===== src/rtl/foc_pkg.sv =====
// Shared FOC datapath constants, rotation-coefficient helper and the
// inverse-Clarke sequencer state encoding.
package foc_pkg;

    localparam int FOC_D_WIDTH = 18;
    localparam int FOC_Q_BITS  = 15;

    // round(sqrt(3)/2 * 2^q); evaluated at elaboration only
    function automatic int k_q(input int q);
        return $rtoi(0.8660254 * (2.0 ** q) + 0.5);
    endfunction

    typedef enum logic [1:0] {
        IDLE = 2'd0,
        MUL  = 2'd1,
        SUM  = 2'd2
    } ic_state_e;

endpackage


===== src/rtl/inv_clarke_if.sv =====
// Request/result bundle between an inverse-Clarke client and the converter.
interface inv_clarke_if #(
    parameter int D_WIDTH = foc_pkg::FOC_D_WIDTH
);
    logic signed [D_WIDTH-1:0] alpha;
    logic signed [D_WIDTH-1:0] beta;
    logic                      start;
    logic signed [D_WIDTH-1:0] a;
    logic signed [D_WIDTH-1:0] b;
    logic signed [D_WIDTH-1:0] c;
    logic                      done;
    logic                      busy;
    logic                      sat;

    modport master (output alpha, beta, start, input a, b, c, done, busy, sat);
    modport slave  (input alpha, beta, start, output a, b, c, done, busy, sat);
endinterface


===== src/rtl/sat_narrow.sv =====
// Signed clamp from IN_W to OUT_W bits; ovf flags a clamped value.
module sat_narrow #(
    parameter int IN_W  = 20,
    parameter int OUT_W = 18
) (
    input  logic signed [IN_W-1:0]  din,
    output logic signed [OUT_W-1:0] dout,
    output logic                    ovf
);
    localparam logic signed [OUT_W-1:0] MAXV = {1'b0, {(OUT_W-1){1'b1}}};
    localparam logic signed [OUT_W-1:0] MINV = {1'b1, {(OUT_W-1){1'b0}}};

    always_comb begin
        // in range iff every bit above the output sign bit copies the input sign
        ovf  = (din[IN_W-1:OUT_W-1] != {(IN_W-OUT_W+1){din[IN_W-1]}});
        dout = din[OUT_W-1:0];
        if (ovf)
            dout = din[IN_W-1] ? MINV : MAXV;
    end
endmodule


===== src/rtl/inv_clarke.sv =====
// Inverse Clarke transform (alpha/beta -> a/b/c), three-cycle sequenced,
// one shared multiplier, saturated outputs.
module inv_clarke
    import foc_pkg::*;
#(
    parameter int D_WIDTH = FOC_D_WIDTH,
    parameter int Q_BITS  = FOC_Q_BITS
) (
    input  logic         clk,
    input  logic         rstb,
    inv_clarke_if.slave  bus
);
    localparam int W  = D_WIDTH + 2;
    localparam int PW = 2 * D_WIDTH;
    localparam logic signed [D_WIDTH-1:0] KQ   = D_WIDTH'(k_q(Q_BITS));
    localparam logic signed [PW-1:0]      HALF = PW'(1) <<< (Q_BITS - 1);

    ic_state_e                 state;
    logic signed [D_WIDTH-1:0] alpha_r, beta_r;
    logic signed [W-1:0]       kb_r, nha_r;
    logic signed [D_WIDTH-1:0] a_r, b_r, c_r;
    logic                      done_r, sat_r;

    logic signed [PW-1:0]      prod;
    logic signed [W-1:0]       kb_next, nha_next;
    logic [2:0][W-1:0]         wide;
    logic [2:0][D_WIDTH-1:0]   narrow;
    logic [2:0]                ovf;

    assign prod     = PW'(beta_r) * PW'(KQ);
    assign kb_next  = W'((prod + HALF) >>> Q_BITS);
    // negate before halving so -alpha/2 floors toward -inf as a whole
    assign nha_next = (-W'(alpha_r)) >>> 1;

    assign wide[0] = W'(alpha_r);
    assign wide[1] = nha_r + kb_r;
    assign wide[2] = nha_r - kb_r;

    for (genvar i = 0; i < 3; i++) begin : g_sat
        sat_narrow #(.IN_W(W), .OUT_W(D_WIDTH)) u_sat (
            .din  (wide[i]),
            .dout (narrow[i]),
            .ovf  (ovf[i])
        );
    end

    always_ff @(posedge clk or posedge rstb) begin
        if (rstb) begin
            state   <= IDLE;
            alpha_r <= '0;
            beta_r  <= '0;
            kb_r    <= '0;
            nha_r   <= '0;
            a_r     <= '0;
            b_r     <= '0;
            c_r     <= '0;
            done_r  <= 1'b0;
            sat_r   <= 1'b0;
        end else begin
            done_r <= 1'b0;
            case (state)
                IDLE: if (bus.start) begin
                    alpha_r <= bus.alpha;
                    beta_r  <= bus.beta;
                    state   <= MUL;
                end
                MUL: begin
                    kb_r  <= kb_next;
                    nha_r <= nha_next;
                    state <= SUM;
                end
                SUM: begin
                    a_r    <= narrow[0];
                    b_r    <= narrow[1];
                    c_r    <= narrow[2];
                    sat_r  <= |ovf;
                    done_r <= 1'b1;
                    state  <= IDLE;
                end
                default: state <= IDLE;
            endcase
        end
    end

    assign bus.a    = a_r;
    assign bus.b    = b_r;
    assign bus.c    = c_r;
    assign bus.done = done_r;
    assign bus.sat  = sat_r;
    assign bus.busy = (state == MUL) || (state == SUM);
endmodule


===== src/flat_wrapper.sv =====
// flat-port wrapper written by rule: the top's interface ports become plain ports
module inv_clarke_flat import foc_pkg::*;
#(
    parameter int D_WIDTH = FOC_D_WIDTH,
    parameter int Q_BITS  = FOC_Q_BITS
)
  (clk, rstb, bus_alpha, bus_beta, bus_start, bus_a, bus_b, bus_c, bus_done, bus_busy, bus_sat);
  inv_clarke_if #(.D_WIDTH(D_WIDTH)) bus_i ();
  input  logic clk;
  input  logic rstb;
  input wire logic [$bits(bus_i.alpha)-1:0] bus_alpha;
  input wire logic [$bits(bus_i.beta)-1:0] bus_beta;
  input wire logic [$bits(bus_i.start)-1:0] bus_start;
  output wire logic [$bits(bus_i.a)-1:0] bus_a;
  output wire logic [$bits(bus_i.b)-1:0] bus_b;
  output wire logic [$bits(bus_i.c)-1:0] bus_c;
  output wire logic [$bits(bus_i.done)-1:0] bus_done;
  output wire logic [$bits(bus_i.busy)-1:0] bus_busy;
  output wire logic [$bits(bus_i.sat)-1:0] bus_sat;
  assign bus_i.alpha = bus_alpha;
  assign bus_i.beta = bus_beta;
  assign bus_i.start = bus_start;
  assign bus_a = bus_i.a;
  assign bus_b = bus_i.b;
  assign bus_c = bus_i.c;
  assign bus_done = bus_i.done;
  assign bus_busy = bus_i.busy;
  assign bus_sat = bus_i.sat;
  inv_clarke #(.D_WIDTH(D_WIDTH), .Q_BITS(Q_BITS)) u_core (.clk(clk), .rstb(rstb), .bus(bus_i));
endmodule

===== config.mk =====
export PLATFORM = sky130hd
export DESIGN_NAME = inv_clarke_flat
export DESIGN_NICKNAME = d
export VERILOG_FILES = /design/src/rtl/foc_pkg.sv /design/src/rtl/inv_clarke_if.sv /design/src/rtl/sat_narrow.sv /design/src/rtl/inv_clarke.sv /design/src/flat_wrapper.sv
export SDC_FILE = /design/constraint.sdc
export NUM_CORES = 1
export LEC_CHECK = 0
export BUFFER_PORTS_ARGS = -buffer_cell sky130_fd_sc_hd__buf_2
export CORE_MARGIN = 1
export CORE_UTILIZATION = 52
export CTS_CLUSTER_DIAMETER = 40
export DETAILED_ROUTE_END_ITERATION = 10
export PLACE_DENSITY = 0.73
export SETUP_SLACK_MARGIN = 0.02
export SYNTH_ARGS = -nofsm -noshare
export SYNTH_HDL_FRONTEND = slang
export SYNTH_HIERARCHICAL = 1
export SYNTH_SLANG_ARGS = --single-unit
export TNS_END_PERCENT = 30

===== constraint.sdc =====
create_clock -name clk -period 6.8 [get_ports clk]
set_clock_uncertainty 0.1 [all_clocks]
set_input_delay 0.34 -clock clk [delete_from_list [all_inputs] [get_ports clk]]
set_output_delay 0.34 -clock clk [all_outputs]
set_load 0.03 [all_outputs]

==> results.md <==
- Status: finished clean
- Post-placement cell count: 1919
- Critical path type: reg2reg
- Drt drc: 0
- Post-DP HPWL: about 25 mm
- Hold Path Class: in2reg
- Largest net degree at the start of global routing: between 70 and 80
- Mux cell area share after synthesis: roughly 8.6%
- Worst-margin pin slew: around 950 ps
- Die H: 169 um
- CTS tree: done
- Pre-Repair DR Iteration Count: 5
- Post-Syn Area per Cell: slightly below 10 um2
- Starting Density: between 50% and 60%
- Non-Filler Instances: 1955
- Leading post-synthesis cells by cell area: dfrtp_1 (23%), fa_1 (18%), ha_1 (13%), mux2_2 (8.4%), inv_1 (7.1%)
- Clk Tree Root Cell: clkbuf_16
- Simple-gate share of the synthesized area: between 8 and 9%
- Number of synthesized flops with an enable pin: 0
- Synth Register Bits: about 130
- Max cap viols: 0
- Final period utilization: about 96%
- Antenna-violating nets left: 0
- Final Setup Violations: 0
- CP max FO: 8
- Global-route wire length before repair: a little over 50 mm
- H-tree depth: 4
- Dpl ws: approximately 130 ps
- Startpoint types: flop
- Vias in the first global route: 10400
- Initial antenna violation count: 0
- Clk_lat worst skew: about 430 ps
- Synth Area in Adders: between 30% and 40%
- Syn_nets: 1822
- Crit end category: flop
- Ys Warns: 6
- Via count: between 10000 and 15000
- Initial DRC Count: about 550
- Commonest register cell after synthesis: dfrtp_1
- Leading cell types in the layout, fill and taps excluded: inv_1 (273), ha_1 (144), fa_1 (131)
- Register area: about 3300 um2
- Main combinational cell family by area after synthesis: adder cells
- Cell Area, Synth: 14600 um2
- Minimum clock period: around 6600 ps
- PortBufs: 95
- Layout area overhead: 9.81%
- Arr. time, crit path: ~6800 ps
- Final Hold Fails: 0
- Drt via density: roughly 5.4
- Site Rows: 60
- Die area: ~29000 um2
- Count of nets after finishing: approximately 1900
- Netlist cell types: 76
- Final Hold Slack: about 35 ps
- Most common cell after layout, fill and taps aside: inv_1
- WL final: between 30 and 40 mm
- Asr flop ratio synth: 100%
- XOR/XNOR share of the synthesized area: just under 6%
- Clk buf depth: 2
- Area fraction in compound gates after synthesis: 12.4%
- GRT overflow: 0
- Total clock sinks: between 100 and 150
- Die width: approximately 170 um
- Core Area: around 27000 um2
- Clk slew on worst S/H paths: 70 ps
- Headroom to the max-slew limit: between 30 and 40%
- Fmax: 0.153 GHz
- Worst EP required: about 7000 ps
- Area occupied by multi-input gates: between 9000 and 10000 um2
- Final worst slack: between 200 and 250 ps
- Routed len/inst: about 16 um
- Routability cong.: about 0.94
- Inserted Diodes: 0
- Layout cells sized above 1: a little under a fifth
- Post-layout util: between 50% and 60%
- Cell taking the most area after synthesis: dfrtp_1
- Final Max Tran Viols: 0
- Seq/Total Area, Yosys: a little under a quarter
- Post-synth top area share: a little under a quarter
- IO Pins: between 90 and 100
- RSZ-0062 raised after global routing: true
- Gr usage total: a little under a quarter
- Fillers: 2318
- Mapped Cells: around 1500
- TritonCTS buffer count: 17
per-stage QoR:
stage,area (um2),setup TNS (ps)
final,16000,0
after global routing,16000,-3.82
after CTS,15800,0
after detailed placement,15300,0
after global placement,15300,0
after floorplan,14600,0
synthesized netlist by cell type (18+ instances only):
master	count
a21boi_1	31
a21o_1	18
a21oi_1	56
buf_6	19
clkbuf_1	26
dfrtp_1	133
fa_1	131
ha_1	155
inv_1	276
mux2_2	108
nand2_1	31
nor2_1	121
nor3_1	29
o21ai_0	23
o22ai_1	51
xnor2_1	66
xor2_1	31
repair_timing:
action	in CTS	in global routing
hold buffers	1	0
setup endpoints to repair	0	6
resized for setup	0	30
setup buffers	0	3
hold endpoints to repair	57	0
path summary, 6_finish.rpt:
check                                        startpoint  slack, ps  depth (start not counted)                             to
max in group asynchronous                          rstb       4760                          4    u_core/bus.c[5]$_DFFE_PP0P_
min                                        bus_beta[13]         40                          2  u_core/beta_r[13]$_DFFE_PP0P_
min reg2reg                 u_core/bus.a[1]$_DFFE_PP0P_        400                          1    u_core/bus.a[1]$_DFFE_PP0P_
min in group asynchronous                          rstb        430                          3   u_core/bus.a[12]$_DFFE_PP0P_
max                        u_core/beta_r[3]$_DFFE_PP0P_        250                         21    u_core/kb_r[19]$_DFFE_PP0N_
max reg2reg                u_core/beta_r[3]$_DFFE_PP0P_        250                         21    u_core/kb_r[19]$_DFFE_PP0N_
layer usage:
layer  GRT usage (%)  vias to the layer above  routed length, um
met1            31.5                     5093              14800
met2            36.8                      235              14700
met5               0                        -                  0
met4            7.79                        0                761
met3            2.26                       42                904
li1                -                     5115                  -
registers in the layout, summed over array words and instances (netlist names), 2 cells and up:
register        count
u_core/bus.c       18
u_core/nha_r       19
u_core/beta_r      18
u_core/kb_r        20
u_core/bus.b       18
u_core/bus.a       18
u_core/state        2
u_core/alpha_r     18
layout make-up:
class	count	share of cell area, %
Multi-Input combinational cell	1029	62.4
Inverter	278	6.56
Tap cell	372	2.91
Sequential cell	133	20.8
Clock buffer	19	2.77
Clock inverter	13	0.735
Timing Repair Buffer	111	3.74
logic make-up after synthesis:
logic type | Yosys count
fa+ha+maj | 289
mux | 111
compound gates | 261
simple gates | 270
xor+xnor | 98
flops | 133
buf+inv | 335
critical path: stages (launching register included):
cell and delay (ps):
dfrtp_1 460, ha_1 360, inv_1 70, fa_1 500, inv_1 60, fa_1 500
fa_1 520, fa_1 550, inv_1 50, fa_1 520, inv_1 50, ha_2 340
and3_1 230, a211oi_2 220, o21ai_2 100, and4b_4 230, o311ai_4 290, o311ai_4 180
or3_4 430, nor4_4 310, a21oi_1 100, mux2_2 270
Power is not shown: default switching activity piles up to over one toggle a cycle in this logic, so the estimate is an artifact.
